==> config.mk <==
export PLATFORM = sky130hd
export DESIGN_NAME = vga_scanout
export DESIGN_NICKNAME = d
export VERILOG_FILES = /design/src/rtl/vga_scanout.sv
export SDC_FILE = /design/constraint.sdc
export NUM_CORES = 1
export LEC_CHECK = 0
export ABC_AREA = 1
export CAP_MARGIN = 30
export CORE_ASPECT_RATIO = 1.4
export CORE_MARGIN = 1.5
export CORE_UTILIZATION = 58
export CTS_BUF_LIST = sky130_fd_sc_hd__clkbuf_8
export DETAILED_ROUTE_END_ITERATION = 8
export PLACE_DENSITY = 0.87
export SLEW_MARGIN = 30
export SYNTH_ARGS = -nofsm -noshare
export SYNTH_HDL_FRONTEND = slang
export SYNTH_SLANG_ARGS = --single-unit
export TNS_END_PERCENT = 5
==> constraint.sdc <==
create_clock -name clk -period 3.11 [get_ports clk]
set_input_delay 0.933 -clock clk [delete_from_list [all_inputs] [get_ports clk]]
set_output_delay 0.933 -clock clk [all_outputs]
set_load 0.1 [all_outputs]
==> src/rtl/vga_scanout.sv <==
// VGA raster timing plus scanout of a valid/ready pixel stream.
// The SOF-flagged stream pixel always lands on (0,0); any misalignment forces a resync.
module vga_scanout #(
  parameter int X_WIDTH       = 640,
  parameter int X_FRONT_PORCH = 16,
  parameter int X_SYNC        = 96,
  parameter int X_BACK_PORCH  = 48,
  parameter int Y_WIDTH       = 480,
  parameter int Y_FRONT_PORCH = 10,
  parameter int Y_SYNC        = 2,
  parameter int Y_BACK_PORCH  = 33,
  parameter int COLOR_DEPTH   = 4
) (
  input  logic                     clk,
  input  logic                     reset,
  input  logic                     pix_ce,
  input  logic                     pix_valid,
  input  logic                     pix_sof,
  input  logic [3*COLOR_DEPTH-1:0] pix_data,
  output logic                     pix_ready,
  output logic [COLOR_DEPTH-1:0]   VGA_R,
  output logic [COLOR_DEPTH-1:0]   VGA_G,
  output logic [COLOR_DEPTH-1:0]   VGA_B,
  output logic                     VGA_HS,
  output logic                     VGA_VS,
  output logic                     frame_start,
  output logic                     underflow,
  output logic                     locked
);

  localparam int H_TOT = X_WIDTH + X_FRONT_PORCH + X_SYNC + X_BACK_PORCH;
  localparam int V_TOT = Y_WIDTH + Y_FRONT_PORCH + Y_SYNC + Y_BACK_PORCH;
  localparam int HW    = $clog2(H_TOT);
  localparam int VW    = $clog2(V_TOT);

  typedef enum logic {SYNCING, RUNNING} state_t;

  state_t        state_reg;
  logic [HW-1:0] h_reg;
  logic [VW-1:0] v_reg;
  logic          at_origin;
  logic          active;
  logic          hs_next;
  logic          vs_next;
  logic          emit;

  always_comb begin
    at_origin = (h_reg == '0) && (v_reg == '0);
    active    = (h_reg < HW'(X_WIDTH)) && (v_reg < VW'(Y_WIDTH));
    hs_next   = !((h_reg >= HW'(X_WIDTH + X_FRONT_PORCH)) &&
                  (h_reg <  HW'(X_WIDTH + X_FRONT_PORCH + X_SYNC)));
    vs_next   = !((v_reg >= VW'(Y_WIDTH + Y_FRONT_PORCH)) &&
                  (v_reg <  VW'(Y_WIDTH + Y_FRONT_PORCH + Y_SYNC)));

    // While syncing, non-SOF pixels drain at clk rate; the SOF waits for (0,0).
    if (reset)
      pix_ready = 1'b0;
    else if (state_reg == SYNCING)
      pix_ready = pix_valid && (!pix_sof || (pix_ce && at_origin));
    else
      pix_ready = pix_ce && active && pix_valid && (pix_sof == at_origin);

    emit = pix_ce && pix_ready && ((state_reg == RUNNING) || pix_sof);
  end

  always_ff @(posedge clk or posedge reset) begin
    if (reset) begin
      state_reg   <= SYNCING;
      h_reg       <= '0;
      v_reg       <= '0;
      VGA_R       <= '0;
      VGA_G       <= '0;
      VGA_B       <= '0;
      VGA_HS      <= 1'b1;
      VGA_VS      <= 1'b1;
      frame_start <= 1'b0;
      underflow   <= 1'b0;
    end else if (pix_ce) begin
      if (h_reg == HW'(H_TOT - 1)) begin
        h_reg <= '0;
        v_reg <= (v_reg == VW'(V_TOT - 1)) ? '0 : v_reg + 1'b1;
      end else begin
        h_reg <= h_reg + 1'b1;
      end

      VGA_HS      <= hs_next;
      VGA_VS      <= vs_next;
      {VGA_R, VGA_G, VGA_B} <= '0;
      frame_start <= 1'b0;
      underflow   <= 1'b0;

      if (emit) begin
        {VGA_R, VGA_G, VGA_B} <= pix_data;
        frame_start <= at_origin;
        state_reg   <= RUNNING;
      end else if ((state_reg == RUNNING) && active) begin
        // No data: blank and move on. Wrong SOF placement: drop lock.
        if (!pix_valid)
          underflow <= 1'b1;
        else
          state_reg <= SYNCING;
      end
    end else begin
      frame_start <= 1'b0;
      underflow   <= 1'b0;
    end
  end

  assign locked = (state_reg == RUNNING);

endmodule

==> metrics.md, run 1 <==
| Metric | Value |
|---|---|
| Status | `finished clean` |
| Syn Std Cell Area | `roughly 0.0020 sq mm` |
| FF+latch area | `928.4 sq um` |
| Count of final hold-check violations | `0` |
| Area grow syn2layout | `25.58%` |
| Final #Nets | `311` |
| Crit path capture type | `output port` |
| Final TNS setup | `0 ns` |
| Mapped Nets | `between 200 and 300` |
| Num CTS Buffers | `5` |
| Worst min-delay path class | `flop to flop` |
| H-tree levels | `2` |
| Largest net degree at the start of global routing | `38` |
| Most frequent cells in the layout | `55 x nand2_1, 35 x dfrtp_1, 27 x nor2_1, 26 x inv_1, 25 x buf_4` |
| Clock Latency Late Sink | `approximately 0.29 ns` |
| Final Max Slew Viols | `0` |
| MaxCap Viol Count | `0` |
| Final Cycle Share | `0.9691` |
| Die Area | `about 0.0038 sq mm` |
| IO Count | `35` |
| WL final | `4.748 mm` |
| Iter 0 DRT Violations | `82` |
| CP Class | `input port to output port` |
| Sink Count | `37` |
| Setup Skew | `0.003126 ns` |
| Initial antenna violation count | `0` |
| Seq cells post-synth | `37` |
| Main area contributors after synthesis | `dfrtp_1 44%, nand2_1 10%, nand4_1 7.2%, nor2_1 5.1%, inv_1 4.9%` |
| Via count | `approximately 1.8k` |
| Root Driver | `clkbuf_8` |
| Port buffer count | `34` |
| Pwr dens | `528.3 mW/mm^2` |
| First-pass GRT wire length | `roughly 8 mm` |
| Top-area cell type share of the netlist area | `0.4400` |
| Initial core utilization | `0.6004` |
| Worst hold slack | `around 0.49 ns` |
| WP data arrival | `2.08 ns` |
| Leak | `1.230 nW` |
| Yosys cell types | `32` |
| RSZ-0062 raised after global routing | `false` |
| Worst vdd ir | `~0.54 mV` |
| Syn Area/Cell | `8.059 sq um` |
| Slew headroom | `0.6898` |
| Total GRT Usage | `0.2773` |
| Register area share after synthesis | `0.4664` |
| Final-layout fill cell count | `about 260` |
| Post-CTS Setup Inserts | `0` |
| Die Height | `between 70 and 80 um` |
| Worst-Margin Slew | `between 0.4 and 0.5 ns` |
| Synth area leader | `dfrtp_1` |
| CTS tree | `built` |
| Share of layout cells above drive strength 1 | `0.1787` |
| Diodes inserted | `0` |
| Fmax | `~330 MHz` |
| Routability cong. | `0.8552` |
| Initial DRT Pass Iterations | `4` |
| Max FO, Critical Path | `2` |
| Num rows | `25` |
| Crit path required time | `2.18 ns` |
| Core Region | `roughly 0.0033 sq mm` |
| Total power | `around 1.3 mW` |
| Post-DP HPWL | `3.438 mm` |
| Vias in the first global route | `~1.9k` |
| Max clock buf depth | `2` |
| Drt wl/cell | `14.34 um` |
| Crit path launch type | `input port` |
| Setup Viol. Count Final | `0` |
| Footprint of the multi-input gates | `904.6 sq um` |
| Grt ovf | `0` |
| Drc violations | `0` |
| Fin crit period | `between 3 and 4 ns` |
| PostCTS Resize Cnt | `1` |
| Hold Buf Count CTS | `0` |
| Post-synthesis instance total | `247` |
| Clk slew on worst S/H paths | `roughly 0.07 ns` |
| Commonest non-fill, non-tap cell in the layout | `nand2_1` |
| DIE WIDTH | `roughly 53 um` |
| Routed Antenna Nets | `0` |
| Via density | `5.550` |
| Yosys warns | `0` |
## critical path: stages
cell	delay, ns
clkdlybuf4s50_1	0.45
inv_1	0.05
nor2_1	0.13
nand2_2	0.08
nor2_4	0.10
and2_2	0.16
buf_12	0.17
## cell families (layout without fill, tap and decap cells)
logic type               Yosys count  in the layout  synth area share
AO/OA/AOI/OAI                     25             25           0.06977
XOR/XNOR                           8              8           0.03520
adder cells (fa/ha/maj)            4              4           0.02514
buffers and inverters             37             81           0.07981
flip-flops                        37             37            0.4664
AND/OR/NAND/NOR                  136            136            0.3237
## final cells by class
| cell class | count | area share |
|---|---|---|
| well taps | 40 | 0.02002 |
| inverters | 31 | 0.04655 |
| repair buffers | 42 | 0.1466 |
| multi-input cells | 173 | 0.3619 |
| clock buffers | 5 | 0.02753 |
| clock inverters | 3 | 0.02603 |
| flip-flops and latches | 37 | 0.3714 |
## where the power goes
group	internal (mW)	switching (mW)	total, mW
combinational	0.0846	0.168	0.252
clock	0.319	0.174	0.492
sequential	0.523	0.0527	0.576
## cell usage after synthesis
cell / number
o21ai_1: 10
and2_1: 1
buf_2: 1
and3_1: 1
o22ai_1: 1
clkinv_1: 1
inv_1: 26
dfrtp_1: 35
nand4_1: 23
a31oi_1: 2
a21oi_1: 3
o32a_1: 1
nand2_2: 3
o21ai_0: 6
nand2_1: 55
nor3_1: 4
xnor2_1: 1
ha_1: 4
nor2_4: 2
buf_4: 3
nor2_2: 3
buf_6: 1
nor2_1: 27
nand3_2: 2
inv_2: 4
nand3_1: 14
nor3_2: 1
o31ai_1: 1
xor2_1: 7
a211oi_1: 1
clkbuf_1: 1
dfstp_2: 2
## through the flow
| stage | utilization | cell area [sq um] | std cells | setup WS, ns |
|---|---|---|---|---|
| 2_1_floorplan | - | 1992 | 247 | 0.09118 |
| 3_3_place_gp | 0.7140 | 2367 | 323 | -0.1220 |
| 3_5_place_dp | 0.7140 | 2367 | 323 | -0.1475 |
| 4_1_cts | 0.7540 | 2500 | 331 | 0.08435 |
| 5_1_grt | 0.7540 | 2500 | 331 | 0.03240 |
| 6_report | 0.7540 | 2500 | 331 | 0.09602 |
## worst paths after layout
| kind | cells after the start | end | start | slack [ns] |
|---|---|---|---|---|
| worst max-delay path | 7 | pix_ready | pix_valid | 0.1 |
| worst min-delay path | 2 | VGA_B[1] | VGA_B[1] | 0.49 |
| worst max register to register | 10 | locked | v_reg[0] | 1.31 |
| worst min register to register | 2 | VGA_B[1] | VGA_B[1] | 0.49 |
| max in group asynchronous | 3 | VGA_VS | reset | 1.67 |
| min in group asynchronous | 3 | VGA_G[0] | reset | 1.09 |
## routing by layer
metal  routed length (um)  track usage  vias to the layer above
li1                     -            -                      897
met1                 1817       0.2926                      872
met2                 2648       0.5208                       60
met3                  209      0.05967                        8
met4                   73      0.09972                        0
met5                    0            0                        -
Power figures use the tool's default switching activity.
==> inputs of run 2 (changes only) <==
CORE_MARGIN = 4   (was 1.5)
CORE_UTILIZATION = 54   (was 58)
CTS_CLUSTER_SIZE = 14   (was not set)
PLACE_DENSITY = 0.81   (was 0.87)
clock period = 3.4 ns   (was 3.11 ns; I/O delays follow)
==> metrics.md, run 2 (same netlist as run 1, synthesis figures left out) <==
| Metric | Value |
|---|---|
| Initial DRT Pass Iterations | `4` |
| FF+latch area | `approximately 930 sq um` |
| Sink Count | `37` |
| Footprint of the multi-input gates | `about 900 sq um` |
| Final Cycle Share | `0.9435` |
| Iter 0 DRT Violations | `roughly 110` |
| Initial antenna violation count | `0` |
| Final Max Slew Viols | `0` |
| Worst setup margin | `roughly 0.19 ns` |
| Crit path required time | `about 2.4 ns` |
| Worst min-delay path class | `flop to flop` |
| CTS tree | `built` |
| IO Count | `35` |
| Routed Antenna Nets | `0` |
| Routability cong. | `0.8510` |
| R2R Path End | `locked` |
| Die Height | `~80 um` |
| Placed cell areas | `around 0.0024 sq mm` |
| Diodes inserted | `0` |
| Final #Nets | `about 310` |
| Grt ovf | `0` |
| Crit path launch type | `input port` |
| Share of layout cells above drive strength 1 | `0.1787` |
| Crit path capture | `pix_ready` |
| Post-DP HPWL | `3.525 mm` |
| Max clock buf depth | `2` |
| First-pass GRT wire length | `8.107 mm` |
| Inst Count DP | `between 300 and 400` |
| Setup WS pre-CTS | `-0.03788 ns` |
| Worst vdd ir | `~0.38 mV` |
| Setup Skew | `about 0.0072 ns` |
| Num rows | `25` |
| Register-to-Register Path Depth | `10` |
| Count of non-filler cells in the finished layout | `approximately 330` |
| Worst-Margin Slew | `about 0.47 ns` |
| Clk slew on worst S/H paths | `0.07 ns` |
| Most frequent cells in the layout | `55 x nand2_1, 35 x dfrtp_1, 27 x nor2_1, 26 x inv_1, 25 x buf_4` |
| Final-layout fill cell count | `roughly 280` |
| MaxCap Viol Count | `0` |
| Reg2reg start | `v_reg[0]` |
| Via count | `roughly 1.8k` |
| Port buffer count | `34` |
| H-tree levels | `2` |
| Count of final hold-check violations | `0` |
| Commonest non-fill, non-tap cell in the layout | `nand2_1` |
| CP Class | `input port to output port` |
| Design area | `approximately 0.0025 sq mm` |
| Clock Latency Late Sink | `0.29 ns` |
| Core Region | `approximately 0.0035 sq mm` |
| Initial core utilization | `0.5733` |
| Leak | `around 1.2 nW` |
| Largest net degree at the start of global routing | `38` |
| Fmax | `a little over 300 MHz` |
| Die Area | `0.004736 sq mm` |
| Drt wl/cell | `around 14 um` |
| Status | `finished clean` |
| Pwr dens | `approximately 440 mW/mm^2` |
| Worst setup path startpoint | `pix_valid` |
| Post-CTS Setup Inserts | `0` |
| Total GRT Usage | `0.2265` |
| Max FO, Critical Path | `2` |
| Num CTS Buffers | `5` |
| Setup Viol. Count Final | `0` |
| Worst hold slack | `between 0.4 and 0.5 ns` |
| Vias in the first global route | `1787` |
| WL final | `between 4 and 5 mm` |
| Crit path capture type | `output port` |
| RSZ-0062 raised after global routing | `false` |
| Drc violations | `0` |
| WP data arrival | `roughly 2.2 ns` |
| DIE WIDTH | `just under 60 um` |
| Area grow syn2layout | `23.95%` |
| Root Driver | `clkbuf_8` |
| Fin crit period | `between 3 and 4 ns` |
| Via density | `approximately 5.5` |
| Slew headroom | `0.6860` |
| Total power | `roughly 1.1 mW` |
| R2r setup slk | `about 1.6 ns` |
[run 2: cell count changes in the layout (fill, tap and decap cells not counted)]
cell and change:
clkbuf_8 +2, bufinv_16 -2
[run 2: critical path: stages]
cell	delay, ns
clkdlybuf4s50_1	0.46
inv_1	0.05
nor2_1	0.13
nand2_2	0.09
nor2_4	0.11
and2_2	0.16
buf_12	0.17
[run 2: layer usage]
metal	wire (um)	up-vias	track usage	share of wire
li1	-	900	-	-
met1	1743	859	0.2629	0.37
met2	2598	57	0.3895	0.55
met3	275	7	0.05178	0.058
met4	84	0	0.09297	0.018
met5	0	-	0	0
[run 2: repair_timing]
action / 4_1_cts / 5_1_grt
setup endpoints to repair: 1 / 0
resized for setup: 1 / 0
hold buffers: 0 / 0
endpoints found under the hold margin: 0 / 0
[run 2: worst min-delay path by stage]
stage             start        to  slack (ns)  cells past startpoint
2_1_floorplan  v_reg[8]  v_reg[8]        0.48                      1
6_report       VGA_G[0]  VGA_G[0]        0.48                      2
3_3_place_gp   VGA_G[3]  VGA_G[3]        0.46                      2
5_1_grt        VGA_G[1]  VGA_G[1]        0.51                      2
4_1_cts        VGA_G[0]  VGA_G[0]        0.49                      2
3_5_place_dp   VGA_G[0]  VGA_G[0]        0.47                      2
[run 2: cell type report]
cell class	count	share of cell area
Sequential cell	37	0.3763
Timing Repair Buffer	42	0.1486
Clock inverter	1	0.002028
Multi-Input combinational cell	173	0.3666
Clock buffer	7	0.03905
Tap cell	40	0.02028
Inverter	31	0.04716
[run 2: report_power, final]
group / internal, mW / switching (mW)
clock: 0.183 / 0.152
combinational: 0.0773 / 0.151
sequential: 0.479 / 0.0455
total: 0.739 / 0.348
[run 2: stage by stage]
stage	setup TNS, ns	utilization
2_1_floorplan	0	-
3_3_place_gp	-0.006591	0.6818
3_5_place_dp	-0.03788	0.6818
4_1_cts	0	0.7106
5_1_grt	0	0.7106
6_report	0	0.7106
==> inputs of run 3 (changes only) <==
HOLD_SLACK_MARGIN = 0.05   (was not set)
SLEW_MARGIN = 20   (was 30)
==> results of run 3 <==
The final DEF is identical to that of run 2; final timing and power are the same.
